`src/rtl/fetch_pc_unit.sv`:
```
// fetch_pc_unit: program counter and fetch control ahead of the instruction memory.
// Drives the memory word address, tracks the one-cycle registered read latency,
// re-presents the current word on stall and squashes the wrong-path word on redirect.
//
// Ports:
//   clk, rst          clock, synchronous active-high reset
//   stall             hold fetch and re-present the current instruction
//   branch_en         redirect request, sampled at the clock edge
//   branch_target     absolute word address of the redirect
//   pc_addr           address to memory ADDR_Prog (combinational from stall)
//   pc_fetched        PC of the word currently on memory data_out
//   if_valid          data_out holds a real, non-squashed instruction
//   fetch_count       instructions accepted (only with FETCH_COUNT_EN)
//
// Optional feature: define FETCH_COUNT_EN to add the fetch_count port and counter.
module fetch_pc_unit #(
  parameter int unsigned           PC_WIDTH = 32,
  parameter logic [PC_WIDTH-1:0]   PC_BASE  = 'h1030
) (
  input  logic                clk,
  input  logic                rst,
  input  logic                stall,
  input  logic                branch_en,
  input  logic [PC_WIDTH-1:0] branch_target,
  output logic [PC_WIDTH-1:0] pc_addr,
  output logic [PC_WIDTH-1:0] pc_fetched,
  output logic                if_valid
`ifdef FETCH_COUNT_EN
  ,
  output logic [31:0]         fetch_count
`endif
);

  typedef enum logic [1:0] {
    S_START = 2'd0,
    S_RUN   = 2'd1,
    S_STALL = 2'd2,
    S_FLUSH = 2'd3
  } state_t;

  state_t              r_state;
  logic [PC_WIDTH-1:0] r_pc_reg;
  logic [PC_WIDTH-1:0] r_pc_fetched;
  logic                r_if_valid;
  logic [PC_WIDTH-1:0] w_pc_addr;
  logic                w_no_word;

  // Stall re-fetches the word already on data_out so it is presented again unchanged.
  assign w_pc_addr  = stall ? r_pc_fetched : r_pc_reg;
  assign pc_addr    = w_pc_addr;
  assign pc_fetched = r_pc_fetched;
  assign if_valid   = r_if_valid;

  // START and FLUSH never have a real word on data_out.
  assign w_no_word = (r_state == S_START) || (r_state == S_FLUSH);

  // Fetch FSM; priority is reset, redirect, stall, sequential advance.
  always_ff @(posedge clk) begin
    if (rst) begin
      r_state      <= S_START;
      r_pc_reg     <= PC_BASE;
      r_pc_fetched <= PC_BASE;
      r_if_valid   <= 1'b0;
    end else if (branch_en) begin
      r_state    <= S_FLUSH;
      r_pc_reg   <= branch_target;
      r_if_valid <= 1'b0;
    end else if (stall) begin
      r_state    <= S_STALL;
      r_if_valid <= w_no_word ? 1'b0 : r_if_valid;
    end else begin
      r_state      <= S_RUN;
      r_pc_reg     <= r_pc_reg + PC_WIDTH'(1);
      r_pc_fetched <= w_pc_addr;
      r_if_valid   <= 1'b1;
    end
  end

`ifdef FETCH_COUNT_EN
  logic [31:0] r_fetch_count;

  // A word is accepted when it is valid and the pipe advances past it.
  always_ff @(posedge clk) begin
    if (rst) begin
      r_fetch_count <= 32'd0;
    end else if (r_if_valid && !stall && !branch_en) begin
      r_fetch_count <= r_fetch_count + 32'd1;
    end
  end

  assign fetch_count = r_fetch_count;
`endif

endmodule

```
`config.mk`:
```
export PLATFORM = sky130hd
export DESIGN_NAME = fetch_pc_unit
export DESIGN_NICKNAME = d
export VERILOG_FILES = /design/src/rtl/fetch_pc_unit.sv
export SDC_FILE = /design/constraint.sdc
export NUM_CORES = 1
export LEC_CHECK = 0
export CORE_UTILIZATION = 48
export CTS_BUF_LIST = sky130_fd_sc_hd__clkbuf_16
export CTS_CLUSTER_DIAMETER = 150
export CTS_CLUSTER_SIZE = 14
export DETAILED_ROUTE_END_ITERATION = 6
export GPL_ROUTABILITY_DRIVEN = 0
export GPL_TIMING_DRIVEN = 0
export HOLD_SLACK_MARGIN = 0.02
export PLACE_DENSITY = 0.8
export SYNTH_ARGS = -nofsm -noshare
export SYNTH_HDL_FRONTEND = slang
export SYNTH_SLANG_ARGS = --single-unit
export TNS_END_PERCENT = 5
```
`constraint.sdc`:
```
create_clock -name clk -period 2.65 [get_ports clk]
set_input_delay 0.53 -clock clk [delete_from_list [all_inputs] [get_ports clk]]
set_output_delay 0.53 -clock clk [all_outputs]
set_load 0.01 [all_outputs]
```
Yosys cells after proc, flatten, opt, wreduce, memory -nomap -nowiden
Cells that the tools add are included.

Equality and inequality tests: 3. Multipliers: 0. Reductions and logical operators: 4. Bitwise logic cells: 2. Shifts and indexed selects: 0. Order comparisons: 0. Div/mod/pow operators: 0. Add/sub/neg operators: 1. Multiplexer cells: 7.

Operators by type and width (count): $mux W32 (3); $add A32 B1 Y32 const B (1); $mux W2 (2); $ne A2 B1 Y1 const B (2); $eq A2 B2 Y1 const B (1); $logic_not A2 Y1 (1); $mux W1 (2); $not A1 Y1 (2); $reduce_and A2 Y1 (1); $reduce_or A2 Y1 (1); $logic_or A1 B1 Y1 (1).

Word-level logic and storage cells: 21. Memories kept: 0. Bits in writable memories: 0. Memory bits (read-only): 0. Latch bits: 0. Output and inout port bits: 65. Flip-flop bits (word level): 67. Input port bits: 36.

Longest topological paths before layout
Gate-level depths: netlist of the first run.

Depth after elaboration: 4. Mapped depth: 6.

Least setup slack after synthesis of the first run
No wires, ideal clock.

Path type: input to output. Start: in stall. End: out pc_addr[0]. Stages: 4. Setup slack: 0.319 ns. Arrival: 1.801 ns. Path buffers: 3. Cells stage by stage: clkbuf_1 > clkbuf_1 > clkbuf_1 > mux2_2.

Longest elaborated chain between the ends: 1.

RTL lines: start: declaration (RTL line 22) `input logic stall,`; $mux W32 (RTL line 49) `assign w_pc_addr = stall ? r_pc_fetched : r_pc_reg;`; end: declaration (RTL line 25) `output logic [PC_WIDTH-1:0] pc_addr,`.

Every way passes these cells.

Final worst setup path of the first run
Start: in stall. End: out pc_addr[3].

Same word-level chain as after synthesis.

==> results of run 1 <==
==> per-stage QoR <==
step / total power, mW / area (µm²) / worst slack (ps) / hold slack [ps] / util [%]
final: 2.729 / 5080 / 49.44 / 464.1 / 70.04
after detailed placement: 1.558 / 4735 / -1261 / 459.8 / 65.28
after CTS: 2.720 / 5074 / -13.94 / 467.2 / 69.95
after floorplan: 1.342 / 3620 / 318.6 / 461.0 / -
after global placement: 1.547 / 4735 / -1243 / 454.9 / 65.28
after global routing: 2.813 / 5080 / 9.462 / 491.2 / 70.04
==> cells in the mapped netlist (2+ instances only) <==
library cell	n
nand2_1	95
dfxtp_1	67
a21oi_1	38
clkbuf_1	29
mux2_2	29
nor2_1	22
nand4_1	15
nand3_1	14
nor3_1	10
nor4_1	10
o21ai_0	10
a211oi_1	7
a311oi_1	7
a31oi_1	7
and3_1	7
and4_1	6
inv_1	6
buf_2	5
nand4b_1	5
xnor2_1	5
and2_1	4
nand2b_1	4
o211ai_1	4
or2_2	4
a2111oi_0	3
clkbuf_2	3
or4_1	3
xor2_1	3
a22oi_1	2
a32oi_1	2
and3b_1	2
buf_1	2
mux2i_1	2
nand3b_1	2
nor2b_1	2
o311ai_0	2
o31ai_1	2
or3_1	2
==> critical path, stage by stage <==
cell             delay [ps]
clkdlybuf4s15_2         250
clkbuf_8                190
clkbuf_4                240
mux2_2                  370
clkdlybuf4s50_1         490
==> power by group <==
| group | switching (mW) | total [mW] | internal [mW] | leakage [nW] |
|---|---|---|---|---|
| registers | 0.0640 | 1.12 | 1.06 | 0.550 |
| clock network | 0.451 | 1.17 | 0.724 | 0.141 |
| logic | 0.211 | 0.430 | 0.219 | 1.11 |
==> kinds of logic after synthesis <==
family,count (synthesis),share of synthesized area (%)
mux,31,9.575
flops,67,37.06
buf+inv,45,4.943
simple gates,214,30.14
xor+xnor,8,1.936
compound gates,90,16.00
fa+ha+maj,1,0.3456
==> worst max-delay path by stage <==
stage / start / to / slack [ps] / depth (start not counted)
after floorplan: stall / pc_addr[0] / 320 / 4
after global placement: stall / pc_addr[31] / -1240 / 6
after detailed placement: stall / pc_addr[1] / -1260 / 6
after CTS: stall / pc_addr[1] / -10 / 6
after global routing: stall / pc_addr[22] / 9 / 7
final: stall / pc_addr[3] / 50 / 5
==> routing by layer <==
metal / GRT usage, % / vias up / wire length, µm
met4: 14.08 / 0 / 308
met5: 0 / - / 0
met3: 5.784 / 34 / 875
met2: 51.47 / 189 / 5661
li1: - / 1883 / -
met1: 38.22 / 1899 / 4921
==> cell type report <==
type / count / share of cell area, %
multi-input cells: 344 / 41.33
flip-flops and latches: 67 / 26.40
repair buffers: 99 / 19.53
clock buffers: 9 / 4.433
plain buffers: 39 / 4.064
well taps: 99 / 2.438
clock inverters: 7 / 1.355
inverters: 6 / 0.4433
==> results.json, run 1 <==
{
  "status": "completed",
  "ys.flop_type": "dfxtp_1",
  "synth_top_cell_by_area": "dfxtp_1",
  "ys_top_cells_by_area": "dfxtp_1, nand2_1, mux2_2",
  "diodes": 0,
  "cp.required_ps": 2120,
  "dp.cells": 654,
  "wl_per_cell_um": 17.56,
  "grt_max_degree": 13,
  "yosysSeqAreaShare_pct": 37.05,
  "slew_violations": 0,
  "setup_viol": 0,
  "cts.sinks": 67,
  "drt-initial-drc-count": 377,
  "avgSynthCellArea_um2": 7.938,
  "route.detailed.drc": 0,
  "dp_hpwl_um": 8268,
  "synth_top_area_share_pct": 37.05,
  "htree_levels": 3,
  "multi_input_area_um2": 2100,
  "core_area_um2": 7253,
  "start_util_pct": 49.91,
  "num_vias": 4005,
  "grt_remaining_overflow": 0,
  "cts.repair.resized": 18,
  "pin_count": 101,
  "hold_class": "flop to flop",
  "crit_fanout": 10,
  "cts-hold-fix-buffers": 0,
  "finalCriticalPeriod_ps": 2601,
  "port_buffers": 99,
  "antenna_found_initial": 0,
  "ir_worst_vdd_v": 0.0003283,
  "period_share_pct": 98.13,
  "power_density_nw_per_um2": 537.1,
  "register_area_um2": 1341,
  "wirelength_um": 11770,
  "max-slew-margin-rel_pct": 50.11,
  "final_cell_mix": "nand2_1, clkdlybuf4s50_1, dfxtp_1",
  "synth_edf_count": 0,
  "clock_latency_ps": 330,
  "grt_pass1_vias": 3646,
  "nets": 603,
  "rsz0062_at_grt": "false",
  "yosysWarningCount": 0,
  "ys_ff_latch": 67,
  "hold_viol_final": 0,
  "numCtsBuffers": 9,
  "ant_nets": 0,
  "p_leak_nw": 1.800,
  "final_cells": 670,
  "syn_inst": 456,
  "fin_tns_setup_ps": 0,
  "root_buffer": "clkbuf_16",
  "cts_tree": "yes",
  "area_growth_pct": 40.34,
  "end_kind": "primary output",
  "syn-num-nets": 493,
  "rrSetupSlack_ps": 370,
  "worstRegToRegCells": 5,
  "tightest_slew_ps": 741.5,
  "nFillCells": 611,
  "regToRegStartpoint": "r_pc_reg[1]",
  "clockBufferDepth": 2,
  "clock-skew-final_ps": 5.056,
  "cap_violations": 0,
  "crit_arrival_ps": 2070,
  "fmax_ghz": 0.3845,
  "die_h_um": 88.84,
  "worstHoldStart": "pc_fetched[6]",
  "syn_area_um2": 3620,
  "drive_gt1_share_pct": 11.73,
  "cp-start-kind": "input pin",
  "grt_use_total_pct": 30.71,
  "grt_pass1_wl_um": 18240,
  "post_cts_buffers": 0,
  "r2r-end": "r_pc_reg[20]",
  "clk_transition_reported_paths_ps": 50,
  "rows": 31,
  "min_to": "pc_fetched[6]",
  "crit_type": "input pin to primary output",
  "synthDistinctLibCells": 52,
  "via_per_inst": 5.978,
  "die-width_um": 88.84,
  "firstDrtPassIters": 6,
  "async_flop_share_pct": 0,
  "dieArea_um2": 7893,
  "hold_depth": 2
}
Note: power is estimated with default switching activity, not from simulation.
==> inputs of run 2 (changes only) <==
--- a/config.mk
+++ b/config.mk
@@ -13,7 +13,7 @@
 export GPL_ROUTABILITY_DRIVEN = 0
 export GPL_TIMING_DRIVEN = 0
 export HOLD_SLACK_MARGIN = 0.02
-export PLACE_DENSITY = 0.8
+export PLACE_DENSITY = 0.85
 export SYNTH_ARGS = -nofsm -noshare
 export SYNTH_HDL_FRONTEND = slang
 export SYNTH_SLANG_ARGS = --single-unit
==> run 2 against run 1 <==
Compared with the run above: combinational power is essentially flat; sequential power is essentially flat; total power grew 5.1%; setup slack lost 4.2 ps; clock skew grew 0.68 ps; critical path type unchanged; highest routed layer unchanged.
==> results.json, run 2 (synthesis gave the netlist of run 1 again) <==
{
  "status": "completed",
  "multi_input_area_um2": 2100,
  "power.internal_mw": 2.107,
  "end_kind": "primary output",
  "p_switching_mw": 0.7613,
  "worstRegToRegCells": 5,
  "register_area_um2": 1341,
  "combPwrFrac_pct": 15.0,
  "utilization_pct": 70.33,
  "wl_per_cell_um": 17.77,
  "max-slew-margin-rel_pct": 45.29,
  "holdWs_ps": 469.1,
  "root_buffer": "clkbuf_16",
  "core_area_um2": 7253,
  "clock-skew-final_ps": 5.738,
  "route.detailed.drc": 0,
  "cp-start-kind": "input pin",
  "cts-hold-fix-buffers": 0,
  "rsz0062_at_grt": "false",
  "period_share_pct": 98.29,
  "cts.sinks": 67,
  "setup_viol": 0,
  "antenna_found_initial": 0,
  "placed_cell_area_um2": 4735,
  "clockBufferDepth": 2,
  "p_sw_share_pct": 26.54,
  "via_per_inst": 6.124,
  "worstHoldStart": "pc_fetched[17]",
  "nFillCells": 582,
  "crit_fanout": 10,
  "post_cts_buffers": 0,
  "nets": 603,
  "htree_levels": 3,
  "grt_use_total_pct": 30.81,
  "clock_latency_ps": 340,
  "regToRegStartpoint": "r_pc_reg[1]",
  "crit_arrival_ps": 2070,
  "cts_tree": "yes",
  "final_area_um2": 5101,
  "port_buffers": 99,
  "fmax_ghz": 0.3839,
  "dp_hpwl_um": 8154,
  "hold_class": "flop to flop",
  "grt_max_degree": 14,
  "cp.required_ps": 2120,
  "power_density_nw_per_um2": 562.2,
  "die-width_um": 88.84,
  "hold_viol_final": 0,
  "area_growth_pct": 40.93,
  "clk_transition_reported_paths_ps": 60,
  "place_ws_ps": -1297,
  "final_common_cell": "nand2_1",
  "r2r-end": "r_pc_reg[20]",
  "drive_gt1_share_pct": 11.73,
  "p_clk_share_pct": 45.8,
  "grt_pass1_vias": 3717,
  "rrSetupSlack_ps": 310,
  "drt-initial-drc-count": 577,
  "dieArea_um2": 7893,
  "wirelength_um": 11910,
  "final_cells": 670,
  "grt_remaining_overflow": 0,
  "pin_count": 101,
  "crit_type": "input pin to primary output",
  "numCtsBuffers": 9,
  "ir_worst_vdd_v": 0.0003152,
  "crit_start": "stall",
  "finalCriticalPeriod_ps": 2605,
  "firstDrtPassIters": 6,
  "die_h_um": 88.84,
  "final_cell_mix": "nand2_1, clkdlybuf4s50_1, dfxtp_1",
  "num_vias": 4103,
  "ant_nets": 0,
  "start_util_pct": 49.91,
  "rows": 31,
  "worstSetupEndpoint": "pc_addr[15]",
  "slew_violations": 0,
  "tightest_slew_ps": 813.1,
  "grt_pass1_wl_um": 18430,
  "cap_violations": 0,
  "pwr-share-seq_pct": 39.2,
  "finalWorstSetupSlack_ps": 45.22,
  "diodes": 0,
  "p_leak_nw": 1.826,
  "dp.cells": 654
}
run 2: worst min path at each step:
stage          depth (start not counted)             end
2_1_floorplan                          2  pc_fetched[31]
3_3_place_gp                           2   pc_fetched[2]
3_5_place_dp                           2   pc_fetched[2]
4_1_cts                                2   pc_fetched[2]
5_1_grt                                2   pc_fetched[8]
6_report                               2  pc_fetched[17]
run 2: layout make-up:
| class | count | share of cell area, % |
|---|---|---|
| multi-input combinational | 344 | 41.16 |
| timing repair buffer | 99 | 19.45 |
| buffer | 39 | 3.826 |
| sequential | 67 | 26.29 |
| tap | 99 | 2.428 |
| inverter | 6 | 0.4415 |
| clock inverter | 7 | 1.987 |
| clock buffer | 9 | 4.415 |
run 2: timing repair:
| action | CTS | global route |
|---|---|---|
| setup endpoints to repair | 32 | 9 |
| gates resized for setup | 20 | 5 |
| hold endpoints to repair | 0 | 0 |
| cloned | 0 | 0 |
run 2: stage by stage:
stage | total power, mW | setup TNS [ps]
global placement | 1.546 | -26640
CTS | 2.855 | 0
finish | 2.868 | 0
global route | 2.950 | 0
detailed placement | 1.558 | -29080
floorplan | 1.342 | 0
run 2: power by group through the flow:
stage	Sequential, mW	Combinational (mW)	Clock [mW]
after floorplan	1.13	0.210	0
after global routing	1.13	0.458	1.36
after global placement	1.14	0.407	0
final	1.12	0.429	1.31
after detailed placement	1.14	0.416	0
after CTS	1.12	0.424	1.31
run 2: worst max-delay path, cell delays in order:
cell and delay, ps:
clkdlybuf4s18_2 270, clkbuf_8 200, buf_4 200, mux2_2 370, clkdlybuf4s50_1 500
run 2: routing by layer:
metal / part of all wire, % / global-route usage, %
met1: 41 / 39.03
met2: 47 / 51.19
met3: 8.9 / 5.224
met4: 3.4 / 14.22
met5: 0 / 0
